[src/rtl/sum_pkg.sv]
// sum_pkg: state encoding and default parameters shared by the sum sequencer.
package sum_pkg;
    typedef enum logic [1:0] {
        S_IDLE  = 2'd0,
        S_GOT_A = 2'd1,
        S_ADD   = 2'd2,
        S_SHOW  = 2'd3
    } state_t;
    localparam int DEF_WIDTH     = 8;
    localparam int DEF_BLINK_DIV = 25_000_000;
endpackage

[src/rtl/key_press.sv]
// key_press: turns an active-low button into a one-cycle press pulse (no debounce).
module key_press (
    input  logic clk,
    input  logic reset,
    input  logic key,
    output logic pressed
);
    logic k_r, k_rr;
    always_ff @(posedge clk or posedge reset) begin
        if (reset) begin
            k_r  <= 1'b1;
            k_rr <= 1'b1;
        end else begin
            k_r  <= key;
            k_rr <= k_r;
        end
    end
    assign pressed = k_rr & ~k_r;
endmodule

[src/rtl/sum_sequencer.sv]
// sum_sequencer: two-key operand entry, add and display of the sum on the LED banks,
// with a blinking carry LED while an overflowing sum is shown.
module sum_sequencer
    import sum_pkg::*;
#(
    parameter int WIDTH     = DEF_WIDTH,
    parameter int BLINK_DIV = DEF_BLINK_DIV
) (
    input  logic             clk,
    input  logic             reset,
    input  logic             enter_key,
    input  logic             clear_key,
    input  logic [WIDTH-1:0] switches,
    output logic [WIDTH-1:0] red_leds,
    output logic [WIDTH-1:0] green_leds,
    output logic             carry_led,
    output logic [1:0]       state_leds
);
    localparam int CW = $clog2(BLINK_DIV);
    state_t state, next;
    logic enter_press, clear_press;
    logic load_a, load_b, do_add, clr, blink_run, blink;
    logic [WIDTH-1:0] op_a, op_b;
    logic [WIDTH:0] sum;
    logic [CW-1:0] blink_cnt;
    key_press u_enter (.clk(clk), .reset(reset), .key(enter_key), .pressed(enter_press));
    key_press u_clear (.clk(clk), .reset(reset), .key(clear_key), .pressed(clear_press));
    always_comb begin
        next   = state;
        load_a = 1'b0;
        load_b = 1'b0;
        do_add = 1'b0;
        clr    = clear_press;
        if (clear_press) begin
            next = S_IDLE;
        end else begin
            case (state)
                S_IDLE:  if (enter_press) begin load_a = 1'b1; next = S_GOT_A; end
                S_GOT_A: if (enter_press) begin load_b = 1'b1; next = S_ADD; end
                S_ADD:   begin do_add = 1'b1; next = S_SHOW; end
                default: if (enter_press) begin load_a = 1'b1; next = S_GOT_A; end
            endcase
        end
    end
    // The counter only runs while the overflowing sum stays on display.
    assign blink_run = state == S_SHOW && sum[WIDTH] && !clear_press && !enter_press;
    always_ff @(posedge clk or posedge reset) begin
        if (reset) begin
            state     <= S_IDLE;
            op_a      <= '0;
            op_b      <= '0;
            sum       <= '0;
            red_leds  <= '0;
            blink_cnt <= '0;
            blink     <= 1'b0;
        end else begin
            state <= next;
            if (clr) begin
                op_a     <= '0;
                op_b     <= '0;
                sum      <= '0;
                red_leds <= '0;
            end else begin
                if (load_a) begin
                    op_a     <= switches;
                    red_leds <= switches;
                end
                if (load_b) begin
                    op_b     <= switches;
                    red_leds <= switches;
                end
                if (do_add)
                    sum <= {1'b0, op_a} + {1'b0, op_b};
            end
            if (blink_run) begin
                blink_cnt <= blink_cnt == CW'(BLINK_DIV - 1) ? '0 : blink_cnt + CW'(1);
                blink     <= blink_cnt == CW'(BLINK_DIV - 1) ? ~blink : blink;
            end else begin
                blink_cnt <= '0;
                blink     <= 1'b0;
            end
        end
    end
    assign green_leds = sum[WIDTH-1:0];
    assign carry_led  = blink;
    assign state_leds = state;
endmodule

[config.mk]
export PLATFORM = sky130hd
export DESIGN_NAME = sum_sequencer
export DESIGN_NICKNAME = d
export VERILOG_FILES = /design/src/rtl/sum_pkg.sv /design/src/rtl/key_press.sv /design/src/rtl/sum_sequencer.sv
export SDC_FILE = /design/constraint.sdc
export NUM_CORES = 1
export LEC_CHECK = 0
export CAP_MARGIN = 20
export CORE_MARGIN = 5
export CORE_UTILIZATION = 37
export DETAILED_ROUTE_END_ITERATION = 7
export SYNTH_ARGS = -nofsm -noshare
export SYNTH_HDL_FRONTEND = slang
export SYNTH_SLANG_ARGS = --single-unit
[constraint.sdc]
create_clock -name clk -period 4.9 [get_ports clk]
set_clock_uncertainty 0.05 [all_clocks]
set_input_delay 0.98 -clock clk [delete_from_list [all_inputs] [get_ports clk]]
set_output_delay 0.98 -clock clk [all_outputs]
set_load 0.05 [all_outputs]
======== Yosys cells after proc, flatten, opt, wreduce, memory -nomap -nowiden ========
Cells that the tools add are included.
operators by class
  shifts and indexed selects .............. 0
  div/mod/pow operators ................... 0
  multipliers ............................. 0
  bitwise gates (word level) .............. 5
  mux-type cells .......................... 23
  add/sub/neg operators ................... 2
  $lt $le $gt $ge ......................... 0
  equality and inequality tests ........... 6
  reductions and logical operators ........ 12
operator list
  cell                                                                   number
  25-bit two-way mux                                                     2
  8-bit two-way mux                                                      6
  25-bit by 1-bit adder with 25-bit output, second input constant        1
  25-bit equality test, second input constant                            1
  9-bit two-way mux                                                      2
  8-bit by 8-bit adder with 9-bit output                                 1
  1-bit two-way mux                                                      9
  2-bit two-way mux                                                      3
  2-bit nonzero test                                                     3
  3-bit nonzero test                                                     2
  2-bit equality test, second input constant                             2
  2-bit case mux with 2 select lines                                     1
  1-bit logical AND                                                      3
  3-bit != test, second input constant                                   1
  1-bit NOT                                                              3
  1-bit bitwise AND                                                      2
  2-bit by 1-bit equality test with 1-bit output, second input constant  1
  1-bit logical NOT                                                      2
  2-bit by 1-bit != test with 1-bit output, second input constant        1
  2-bit AND reduction                                                    1
  2-bit OR reduction                                                     1
word-level totals
  register bits after elaboration ......... 65
  memories kept ........................... 0
  ROM bits ................................ 0
  bits in writable memories ............... 0
  output and inout bits ................... 19
  bits in latches ......................... 0

======== Logic depth before layout (Yosys ltp) ========
Gate-level depths: netlist of the first run.
  depth in word-level cells ............... 8
  mapped depth ............................ 7
  depth with buffers taken out ............ 6

======== Modules after synthesis ========
A second synthesis of the first run with hierarchy kept.
unflattened totals
  cell total of the unflattened synthesis .. 361
  area, all modules ....................... 3,474.6 um^2
modules (own cells, without submodules)
  module         instances  cells an instance  area each (um^2)  seq. area each (um^2)
  sum_sequencer  1          353                3,334.4           1,526.5
  key_press      2          4                  70.1              52.6

======== Least setup slack after synthesis of the first run ========
Ideal clock, no wire load.
  path type ............................... register to register
  from .................................... register blink_cnt[7]
  to ...................................... register blink_cnt[2]
  path slack .............................. 2,803 ps
  buffers on the path ..................... 1
  setup time .............................. 139 ps
  cell stages (with the launch flop) ...... 6
  data arrival time ....................... 1,909 ps
  path through ............................ dfrtp_1 or3_1 or4_1 nor3_2 buf_2 nor3_1
on the way
  cells in the longest elaborated chain, start to end .. 3
RTL lines
  what                    line                 source
  start, declared         sum_sequencer.sv:25  logic [CW-1:0] blink_cnt;
  start signal, assigned  sum_sequencer.sv:76  blink_cnt <= blink_cnt == CW'(BLINK_DIV - 1) ? '0 : blink_cnt + CW'(1);
  25-bit equality test    sum_sequencer.sv:76
  25-bit two-way mux      sum_sequencer.sv:76
  25-bit two-way mux      sum_sequencer.sv:75  if (blink_run) begin
No other way between the ends.
A chain may end at the register's enable or synchronous reset.

======== Worst setup path in the final report of the first run ========
  from .................................... register state[0], in the netlist state_leds[0]
  to ...................................... output port state_leds[0]
RTL lines
  what                    line                 source
  start, declared         sum_sequencer.sv:20  state_t state, next;
  start signal, assigned  sum_sequencer.sv:57  state <= next;
  end, declared           sum_sequencer.sv:17  output logic [1:0] state_leds
No word-level cell between the ends.

==> impl_results.md, run 1 <==
- Layout cell share with drive strength beyond 1: 8.40%
- Total number of vias: 2,522
- Main area contributors after synthesis: dfrtp_1, o21ai_0, ha_1
- Yosys top cell by area: dfrtp_1
- Top cell type's share of synthesized area: 45.6%
- Fin crit share: 53.9%
- Syn Inst Count: 344
- Die W: 105 um
- Crit path cell chain: clkdlybuf4s50_1
- Max Freq: 379 MHz
- CTS resizes: 0
- Antenna violations before repair: 0
- Later-pin clock latency in the skew report: 340 ps
- Unrepaired setup endpoints after global routing: no
- Max Slew Vio Count: 0
- Top Family by Delay on Critical Path: buffers and inverters
- #FFs+latches synth: 65
- Largest buffer count on any clock path: 2
- Chip height: 105 um
- Peak VDD IR: between 0.15 and 0.2 mV
- Placed cells: 460
- Critical Path RT: 3870 ps
- CP Launch Type: register
- Gr usage total: 13.4%
- Filler Cell Count: 850
- Ports: 31
- DRC: 0
- Core Area: 0.00876 mm^2
- Final Setup Violations: 0
- Clock transition at the registers of the reported paths: about 70 ps
- Diode count: 0
- Worst setup EP type: primary output
- Max Cap Viol: 0
- Routed vias/inst: between 5 and 6
- Worst slew pin tran: 968 ps
- Hold Crit Class: reg2reg
- Syn. warnings: 0
- Async SR Flop Fraction: 100%
- Path type of the worst setup path: reg2out
- Post-DP HPWL: 4.85 mm
- DRT iter0 DRCs: 123
- Post-synthesis instance area: 0.00335 mm^2
- Top FF cell, synth: dfrtp_1
- Worst Path Buf+Inv: 1
- CTS Buf Count: 9
- Pwr Density: 494 mW/mm^2
- Post-synthesis sequential area ratio: about 50%
- Distinct cells, synth: 49
- Final #Nets: 390
- Largest net degree at the start of global routing: 46
- ANT nets after route: 0
- Setup_tns: 0 ps
- Vias in the first global route: around 2,500
- Min cycle time layout: 2640 ps
- Clk root buf: clkbuf_8
- CTS tree: done
- Fin cells: 477
- Die area: 0.0110 mm^2
- Area Overhead vs Synth: 17.2%
- Met3 routed WL: 328 um
- Worst path max stage delay: between 800 and 900 ps
- Uppermost routed layer: met4
- First-pass DRT Iterations: 4
- Routed length per instance: 14.7 um
- CP max-delay cell: clkdlybuf4s50_1
- Syn_nets: around 370
- Port buffer count: 30
- Initial core utilization: a little under two fifths
- CP Max Fanout: 5
- Headroom to the max-slew limit: around a third
- First-pass GRT wire length: 12.2 mm
- # rows: 34
- Post-CTS Setup Repair Bufs: 0
- GPL Wtd Cong: approximately 0.8
- Met1 Wirelength: 3.62 mm
- Number of flops mapped to enable cells by yosys: 0
- R2r setup slk: 2410 ps
- WL final: 7.00 mm
- CTS sink cnt: 65
- Hold_buf cts: 0
- H-tree depth: 3
- Static leakage: approximately 1.6 nW
- Met2 WL: about 3 mm
- Arrival time worst endpoint: 1610 ps
- Congestion Overflow GR: 0
- Final hold vios: 0
- Status: completed
- Syn avg cell area: 9.73 um^2
[cells by family after synthesis]
family | after synthesis | synth area share (%)
muxes | 2 | 0.598
DFF | 65 | 48.8
AOI/OAI and AO/OA | 72 | 13.6
xor gates and xnor gates | 17 | 4.45
buffers and inverters | 39 | 5.39
and+or+nand+nor | 136 | 22.1
adders and majority gates | 13 | 5.09
[registers in the layout, summed over array words and instances (netlist names)]
register,cells
state_leds,2
op_a,8
u_clear.k_rr,1
sum,9
u_enter.k_rr,1
u_clear.k_r,1
op_b,8
blink_cnt,25
carry_led,1
u_enter.k_r,1
red_leds,8
[layout by cell type, fill, tap and decap left out, drive strengths merged, types with 8 or more instances in the layout]
cell type | netlist | final
dfrtp | 61 | 61
o21ai | 36 | 36
nand2 | 34 | 34
clkdlybuf4s50 | 0 | 30
nand3 | 23 | 23
nor3 | 22 | 22
inv | 14 | 14
clkbuf | 14 | 13
ha | 12 | 12
a211oi | 11 | 11
nor2 | 9 | 9
xnor2 | 9 | 9
nand4 | 9 | 9
or3 | 8 | 8
xor2 | 8 | 8
[metrics by stage]
| stage | instance area (um^2) | total power (W) | util [%] | setup WS, ps | hold WS [ps] |
|---|---|---|---|---|---|
| floorplan | 3350 | 0.00125 | - | 2250 | 308 |
| global route | 3920 | 0.00206 | 44.7 | 2190 | 326 |
| CTS | 3910 | 0.00195 | 44.6 | 2230 | 322 |
| finish | 3920 | 0.00194 | 44.7 | 2260 | 321 |
| detailed placement | 3680 | 0.00142 | 41.9 | 2400 | 312 |
| global placement | 3680 | 0.00141 | 41.9 | 2410 | 311 |
[area by class of cell]
class	instances	area (um^2)	share of cell area [%]
tap	108	135	3.45
multi-input combinational	240	1530	39.1
sequential	65	1630	41.6
clock inverter	2	60.1	1.53
inverter	14	52.6	1.34
timing repair buffer	35	338	8.62
clock buffer	13	169	4.31
[routing by layer]
| metal | up-vias | track usage (%) |
|---|---|---|
| li1 | 1278 | - |
| met1 | 1192 | 19.4 |
| met2 | 43 | 18.8 |
| met3 | 9 | 3.08 |
| met4 | 0 | 6.21 |
| met5 | - | 0 |
[synthesized netlist by cell type, types with 3 or more instances]
master,instances
a211oi_1,8
a211oi_2,3
a21o_1,4
a21oi_1,7
buf_2,3
buf_4,8
clkbuf_1,14
dfrtp_1,61
dfstp_2,4
ha_1,12
inv_1,14
nand2_1,34
nand3_1,23
nand4_1,8
nor2_1,9
nor3_1,21
nor4_1,5
nor4b_1,3
o21a_1,3
o21ai_0,33
o21ai_1,3
o31ai_1,4
or3_1,8
or4_1,6
xnor2_1,9
xor2_1,8
[path summary, 6_finish.rpt]
kind,from,end,depth (start not counted)
setup / recovery,state_leds[0],state_leds[0],1
hold / removal,u_enter.k_r,u_enter.k_rr,0
setup reg to reg,blink_cnt[7],blink_cnt[14],5
hold reg to reg,u_enter.k_r,u_enter.k_rr,0
max in group asynchronous,reset,blink_cnt[14],3
min in group asynchronous,reset,red_leds[0],2
[report_power, final]
group / internal (W) / total [W] / switching, W
clock: 0.000326 / 0.000524 / 0.000198
sequential: 0.000637 / 0.000702 / 0.0000652
combinational: 0.000258 / 0.000712 / 0.000454
total: 0.00122 / 0.00194 / 0.000718
No activity file was read; power rests on OpenSTA's default activity.
==> run 2, diff against run 1 <==
clock period = 2.5 ns   (was 4.9 ns; I/O delays follow)
==> run 2 against run 1 <==
  * Utilization increased by 0.63 points
  * Non-clock buffer count increased by 6
  * Clock power increased by 82%
  * Sequential share of layout area decreased by 0.58 points
  * Register-to-register slack got worse by 2100 ps
  * Count of clock-buffer cells in the layout decreased by 2
  * Die area unchanged
  * Worst hold slack improved by 6.1 ps
  * Sequential cell count unchanged
  * Critical endpoint is now blink_cnt[24]
  * Cell area increased by 1.4%
  * Power increased by 93%
  * Wire length increased by 2.2%
==> impl_results.md, run 2 (synthesized netlist as in run 1, its figures left out) <==
- Total number of vias: 2,550
- NetSw: 0.00145 W
- Congestion Overflow GR: 0
- Final Setup Violations: 0
- DRC: 0
- Worst setup EP type: register
- Biggest register: blink_cnt
- CTS sink cnt: 65
- Seq pwr share: 36.7%
- Final hold vios: 0
- Gr usage total: around 14%
- Fin cells: 484
- # rows: 34
- CP max-delay cell: or4_1
- Pwr Density: 940 mW/mm^2
- CTS resizes: 0
- Clk root buf: clkbuf_8
- Combinational share of power: a little under two fifths
- Clock transition at the registers of the reported paths: 80 ps
- Switching Share: about two fifths
- Chip height: 105 um
- Die W: 105 um
- WL final: 7.16 mm
- Arrival time worst endpoint: 2390 ps
- DRT iter0 DRCs: ~120
- Largest buffer count on any clock path: 2
- Hold Crit Class: reg2reg
- Status: completed
- Peak VDD IR: 0.301 mV
- Crit path cell chain: nand4_1 -> or4_1 -> or4_4 -> a211oi_2
- Placed cells: between 400 and 500
- Worst R2R Path Depth: 4
- Unrepaired setup endpoints after global routing: no
- Worst Path Buf+Inv: 0
- Largest net degree at the start of global routing: 27
- Vias in the first global route: 2,544
- First-pass DRT Iterations: 4
- Routed length per instance: 14.8 um
- Layout cell share with drive strength beyond 1: 10.4%
- Initial core utilization: 38.2%
- FF-to-FF End: blink_cnt[24]
- Port buffer count: 30
- Hold_buf cts: 0
- Critical Path RT: 2710 ps
- Max Cap Viol: 0
- Diode count: 0
- Worst slew pin tran: about 570 ps
- Post-DP HPWL: 5.01 mm
- GPL Wtd Cong: 0.801
- Cell-internal power: ~0.0023 W
- Worst hold path depth: 0
- WHS Endpoint: u_clear.k_rr
- R2r setup slk: 320 ps
- Headroom to the max-slew limit: a little over 60%
- CTS tree: done
- First-pass GRT wire length: 12.5 mm
- Routed vias/inst: 5.27
- Final #Nets: 396
- Path type of the worst setup path: reg2reg
- Most common cell after layout, fill and taps aside: dfrtp_1
- Clk pwr share: 25.5%
- Static leakage: 1.63 nW
- CP Max Fanout: 10
- Fin crit share: 87.1%
- Max FFs per register: 25
- H-tree depth: 3
- Antenna violations before repair: 0
- Ports: 31
- Biggest regs: blink_cnt (25), sum (9)
- Top Family by Delay on Critical Path: simple AND/OR/NAND/NOR gates
- Hold Path Origin: u_clear.k_r
- Max Slew Vio Count: 0
- CTS Buf Count: 9
- Later-pin clock latency in the skew report: approximately 340 ps
- Min cycle time layout: 2180 ps
- Setup_tns: 0 ps
- Max Freq: approximately 460 MHz
- Area Overhead vs Synth: 18.8%
- Core Area: 0.00876 mm^2
- CP Launch Type: register
- Die area: 0.0110 mm^2
- Commonest non-fill, non-tap cells in the layout: dfrtp_1, nand2_1, o21ai_0
- Post-CTS Setup Repair Bufs: 0
- ANT nets after route: 0
- R2r startpoint: blink_cnt[11]
- Worst path max stage delay: around 680 ps
==> run 2: final cells by class <==
type / count / area (um^2)
Sequential cell: 65 / 1630
Timing Repair Buffer: 41 / 408
Multi-Input combinational cell: 240 / 1530
Inverter: 14 / 52.6
Tap cell: 108 / 135
Clock buffer: 11 / 151
Clock inverter: 5 / 62.6
Fill cell: 858 / 4790
==> run 2: per-layer routing <==
metal | share of wire, % | vias up | wire length, um | track usage (%)
li1 | - | 1298 | - | -
met1 | 51 | 1209 | 3670 | 19.6
met2 | 43 | 35 | 3090 | 19.6
met3 | 4.3 | 8 | 310 | 5.12
met4 | 1.2 | 0 | 85 | 4.47
met5 | 0 | - | 0 | 0
==> run 2: power groups by stage <==
stage	registers, W	clock network (W)	logic (W)
finish	0.00137	0.000954	0.00141
floorplan	0.00157	0	0.000868
detailed placement	0.00139	0	0.00142
CTS	0.00137	0.000988	0.00142
global route	0.00140	0.00104	0.00156
global placement	0.00138	0	0.00140
==> run 2: worst max-delay path by stage <==
stage                   from             to  slack (ps)  cells after the start
4_1_cts        blink_cnt[11]  blink_cnt[24]         310                      4
3_3_place_gp   blink_cnt[11]  blink_cnt[24]         370                      4
5_1_grt        blink_cnt[11]  blink_cnt[24]         180                      4
3_5_place_dp   blink_cnt[11]  blink_cnt[24]         320                      4
2_1_floorplan          reset   blink_cnt[0]         330                      1
6_report       blink_cnt[11]  blink_cnt[24]         320                      4
==> run 2: worst reg2reg max path: stages, from the launching register on <==
cell	delay, ps
dfrtp_1	430
nand4_1	160
or4_1	680
or4_4	560
a211oi_2	220
==> run 2: metrics by stage <==
step	hold WS, ps	worst slack, ps	power (W)	instance area, um^2	utilization (%)
after floorplan	308	330	0.00244	3350	-
after global placement	313	366	0.00279	3750	42.8
after detailed placement	314	325	0.00281	3750	42.8
after CTS	328	313	0.00379	3970	45.3
after global routing	335	183	0.00400	3980	45.4
final	327	324	0.00374	3980	45.4
==> edit 1: new RTL, flow settings as in run 2 <==
Put a register stage on the output `green_leds`, without a reset. The value now appears one clock later. The other outputs are not delayed to match.
--- a/src/rtl/sum_sequencer.sv
+++ b/src/rtl/sum_sequencer.sv
@@ -83,3 +83,5 @@
     end
-    assign green_leds = sum[WIDTH-1:0];
+    always_ff @(posedge clk) begin
+        green_leds <= sum[WIDTH-1:0];
+    end
     assign carry_led  = blink;
Behaviour: not the same (a bounded check fails within 10 cycles, from zero or initial values and one cycle with reset high).
==> edit 1 against run 2 <==
Power increased by 7.4%. Register-to-register slack improved by 0.07 ns. Synthesized area about the same. Utilization increased by 0.50 points. Sequential cell count increased by 8. Setup slack got worse by 0.0049 ns. Worst hold slack got worse by 0.0061 ns. Critical path type is now reg -> out. Global-route usage decreased by 1.4 points. Routed wire length decreased by 13%. Sequential share of layout area increased by 3.5 points. Critical endpoint is now state_leds[1]. Clock power increased by 1%. Via count decreased by 8.2%. Design area increased by 1.1%.
==> edit 1: results (changes against run 2) <==
metric,value,unit,change
run status,"finished, final reports clean",,unchanged
Worst Min Path Start,sum[4],,was u_clear.k_r
vias in the first global route,2373,,"was 2,544"
count of different cell masters after synthesis,48,,was 49
Critical Path Fanout Max,5,,was 10
met1 wire length,3284,µm,was 3673 µm
Async SR Flop Fraction,0.8904,,was 1.000
synthesis-to-finish area growth,20.03,%,was 18.81%
area of the multi-input gates,1436,µm²,was 1534 µm²
sequential element share of the synthesized area,0.5351,,was 0.4877
Worst path slowest cell,clkdlybuf4s50_1,,was or4_1
critical path launch point,state_leds[1],,was blink_cnt[11]
ranking of synthesized cells by area,"dfrtp_1, dfxtp_1, ha_1",,"was dfrtp_1, o21ai_0, ha_1"
Internal Power,2506,µW,was 2291 µW
multi-input gates,224,,was 240
via/cell ratio,4.937,,was 5.269
Worst IR Drop VDD,490.0,µV,was 301.1 µV
Reg-to-Reg Start,op_a[0],,was blink_cnt[11]
Post-Place Cell Area,3805,µm²,was 3754 µm²
Clock-cell share,0.05324,,was 0.05382
seq_cells,73,,was 65
Signal inverters,15,,was 14
FILL cells,827,,was 858
multi-input gate share of total cell area,0.3574,,was 0.3859
Signal buffers,38,,was 41
R2R Path End,sum[6],,was blink_cnt[24]
Lkg Pwr,0.001710,µW,was 0.001635 µW
Synth top cells by count,"dfrtp_1, nor2_1, nand2_1, o21ai_0, nand3_1",,"was dfrtp_1, nand2_1, o21ai_0, nand3_1, nor3_1"
first-pass GRT wire length,11320,µm,"was 12,520 µm"
final wirelength,6243,µm,was 7156 µm
critical path's top delay family,buffers and inverters,,was simple AND/OR/NAND/NOR gates
Hold Path End,green_leds[4],,was u_clear.k_rr
Post-Syn Instances,324,,was 344
Finished Layout Cells,474,,was 484
DR WL met3,214,µm,was 310 µm
gpl congestion,0.7262,,was 0.8005
delay of the slowest cell on the worst path,0.84,ns,was 0.68 ns
Critical Path AT,1.63,ns,was 2.39 ns
drt pass-1 iters,5,,was 4
gr usage total,0.1243,,was 0.1386
non-clk buf share,0.09589,,was 0.1026
DP Worst Slack,0.3875,ns,was 0.3247 ns
fraction of layout cells with a size suffix above 1,0.1038,,was 0.1037
edit 1: per-layer routing:
metal,vias up,GRT usage
met2,38,0.1749
met3,13,0.02589
met4,0,0.06119
li1,1184,-
met5,-,0
met1,1105,0.1808
edit 1: cells by family after synthesis:
family,count (synthesis),share of synthesized area
simple gates,130,0.2067
flops,73,0.5351
compound gates,48,0.08296
xor+xnor,27,0.07063
buf+inv,27,0.03587
fa+ha+maj,13,0.05082
mux,6,0.01794
edit 1: power groups by stage:
stage	Sequential (µW)	Combinational, µW	Clock (µW)
2_1_floorplan	1990	634	0
3_3_place_gp	1590	1470	0
3_5_place_dp	1600	1480	0
4_1_cts	1580	1490	998
5_1_grt	1610	1620	1060
6_report	1570	1470	968
edit 1: worst register-to-register path: stages, from the launching register on:
cell and delay (ns):
dfrtp_1 0.39, ha_1 0.22, fa_1 0.40, a21o_1 0.19, a211oi_1 0.23, nor2_1 0.10
mux2i_1 0.12, a311o_1 0.31
==> edit 2: new RTL, config.mk and constraints of run 2 <==
Made on the original files. The package constant `DEF_WIDTH` goes from 8 to 12.
--- a/src/rtl/sum_pkg.sv
+++ b/src/rtl/sum_pkg.sv
@@ -8,3 +8,3 @@
     } state_t;
-    localparam int DEF_WIDTH     = 8;
+    localparam int DEF_WIDTH     = 12;
     localparam int DEF_BLINK_DIV = 25_000_000;
Interface: changed (resized green_leds, red_leds and switches); port bits go from 31 to 43. The function was not compared with the original's and may differ.
==> edit 2 against run 2 <==
Power up 25%. Routed wire length grew 8.2%. Design area is 20% higher. Combinational power is 38% higher. Sequential power is 28% higher. Final cell count is 25% higher. Setup slack worse by 0.016 ns. Synthesized area increased by 22%. Critical path depth is 3 lower. Sequential cell count rose by 16. Non-clock buffer count is 11 higher. Via count rose by 12%. Critical path type is now reg -> out. Critical endpoint is now state_leds[0]. Largest power group unchanged. Highest routed layer unchanged.
==> edit 2: results (changes against run 2) <==
metric,value,unit,change
Critical Path Fanout Max,5,,was 10
area of the multi-input gates,1772,µm²,was 1534 µm²
sequential element share of the synthesized area,0.4997,,was 0.4877
fraction of layout cells with a size suffix above 1,0.08423,,was 0.1037
Clock-cell share,0.04084,,was 0.05382
drt first-iter violations,105,,was 118
Nets,492,,was 396
multi-input gates,290,,was 240
wire length on met2,3389,µm,was 3087 µm
final wirelength,7742,µm,was 7156 µm
first-pass GRT wire length,13810,µm,"was 12,520 µm"
final cell utilization of the core,0.4428,,was 0.4536
Worst path slowest cell,clkdlybuf4s50_1,,was or4_1
Signal buffers,52,,was 41
Slew HR,0.6338,,was 0.6177
Worst Setup EP,state_leds[0],,was blink_cnt[24]
Critical Path AT,1.64,ns,was 2.39 ns
R2R Path End,sum[10],,was blink_cnt[24]
register area,2032,µm²,was 1632 µm²
Synth top cells by count,"dfrtp_1, nand2_1, nor2_1, o21ai_0, inv_1",,"was dfrtp_1, nand2_1, o21ai_0, nand3_1, nor3_1"
run status,"finished, final reports clean",,unchanged
Psw,1854,µW,was 1445 µW
delay of the slowest cell on the worst path,0.84,ns,was 0.68 ns
gr usage total,0.1301,,was 0.1386
Worst R2R Setup Slack,0.34,ns,was 0.32 ns
complex-gate fraction of the synthesized area,0.09600,,was 0.1361
largest net degree at the start of global routing,48,,was 27
Reg-to-Reg Start,op_a[0],,was blink_cnt[11]
## edit 2: routing by layer
layer | GRT usage | vias up
met2 | 0.1929 | 49
met4 | 0.05008 | 0
met3 | 0.03368 | 9
met5 | 0 | -
met1 | 0.1831 | 1332
li1 | - | 1463
## edit 2: power by group through the flow
stage	registers [µW]	clock network (µW)	logic, µW
2_1_floorplan	2020	0	1230
3_3_place_gp	1780	0	1940
3_5_place_dp	1790	0	1960
4_1_cts	1770	993	1970
5_1_grt	1800	1050	2160
6_report	1760	953	1940
## edit 2: per-stage QoR
stage,cells,hold WS [ns]
3_5_place_dp,588,0.3153
3_3_place_gp,588,0.3135
4_1_cts,603,0.3274
6_report,603,0.3247
5_1_grt,603,0.3365
2_1_floorplan,424,0.3081
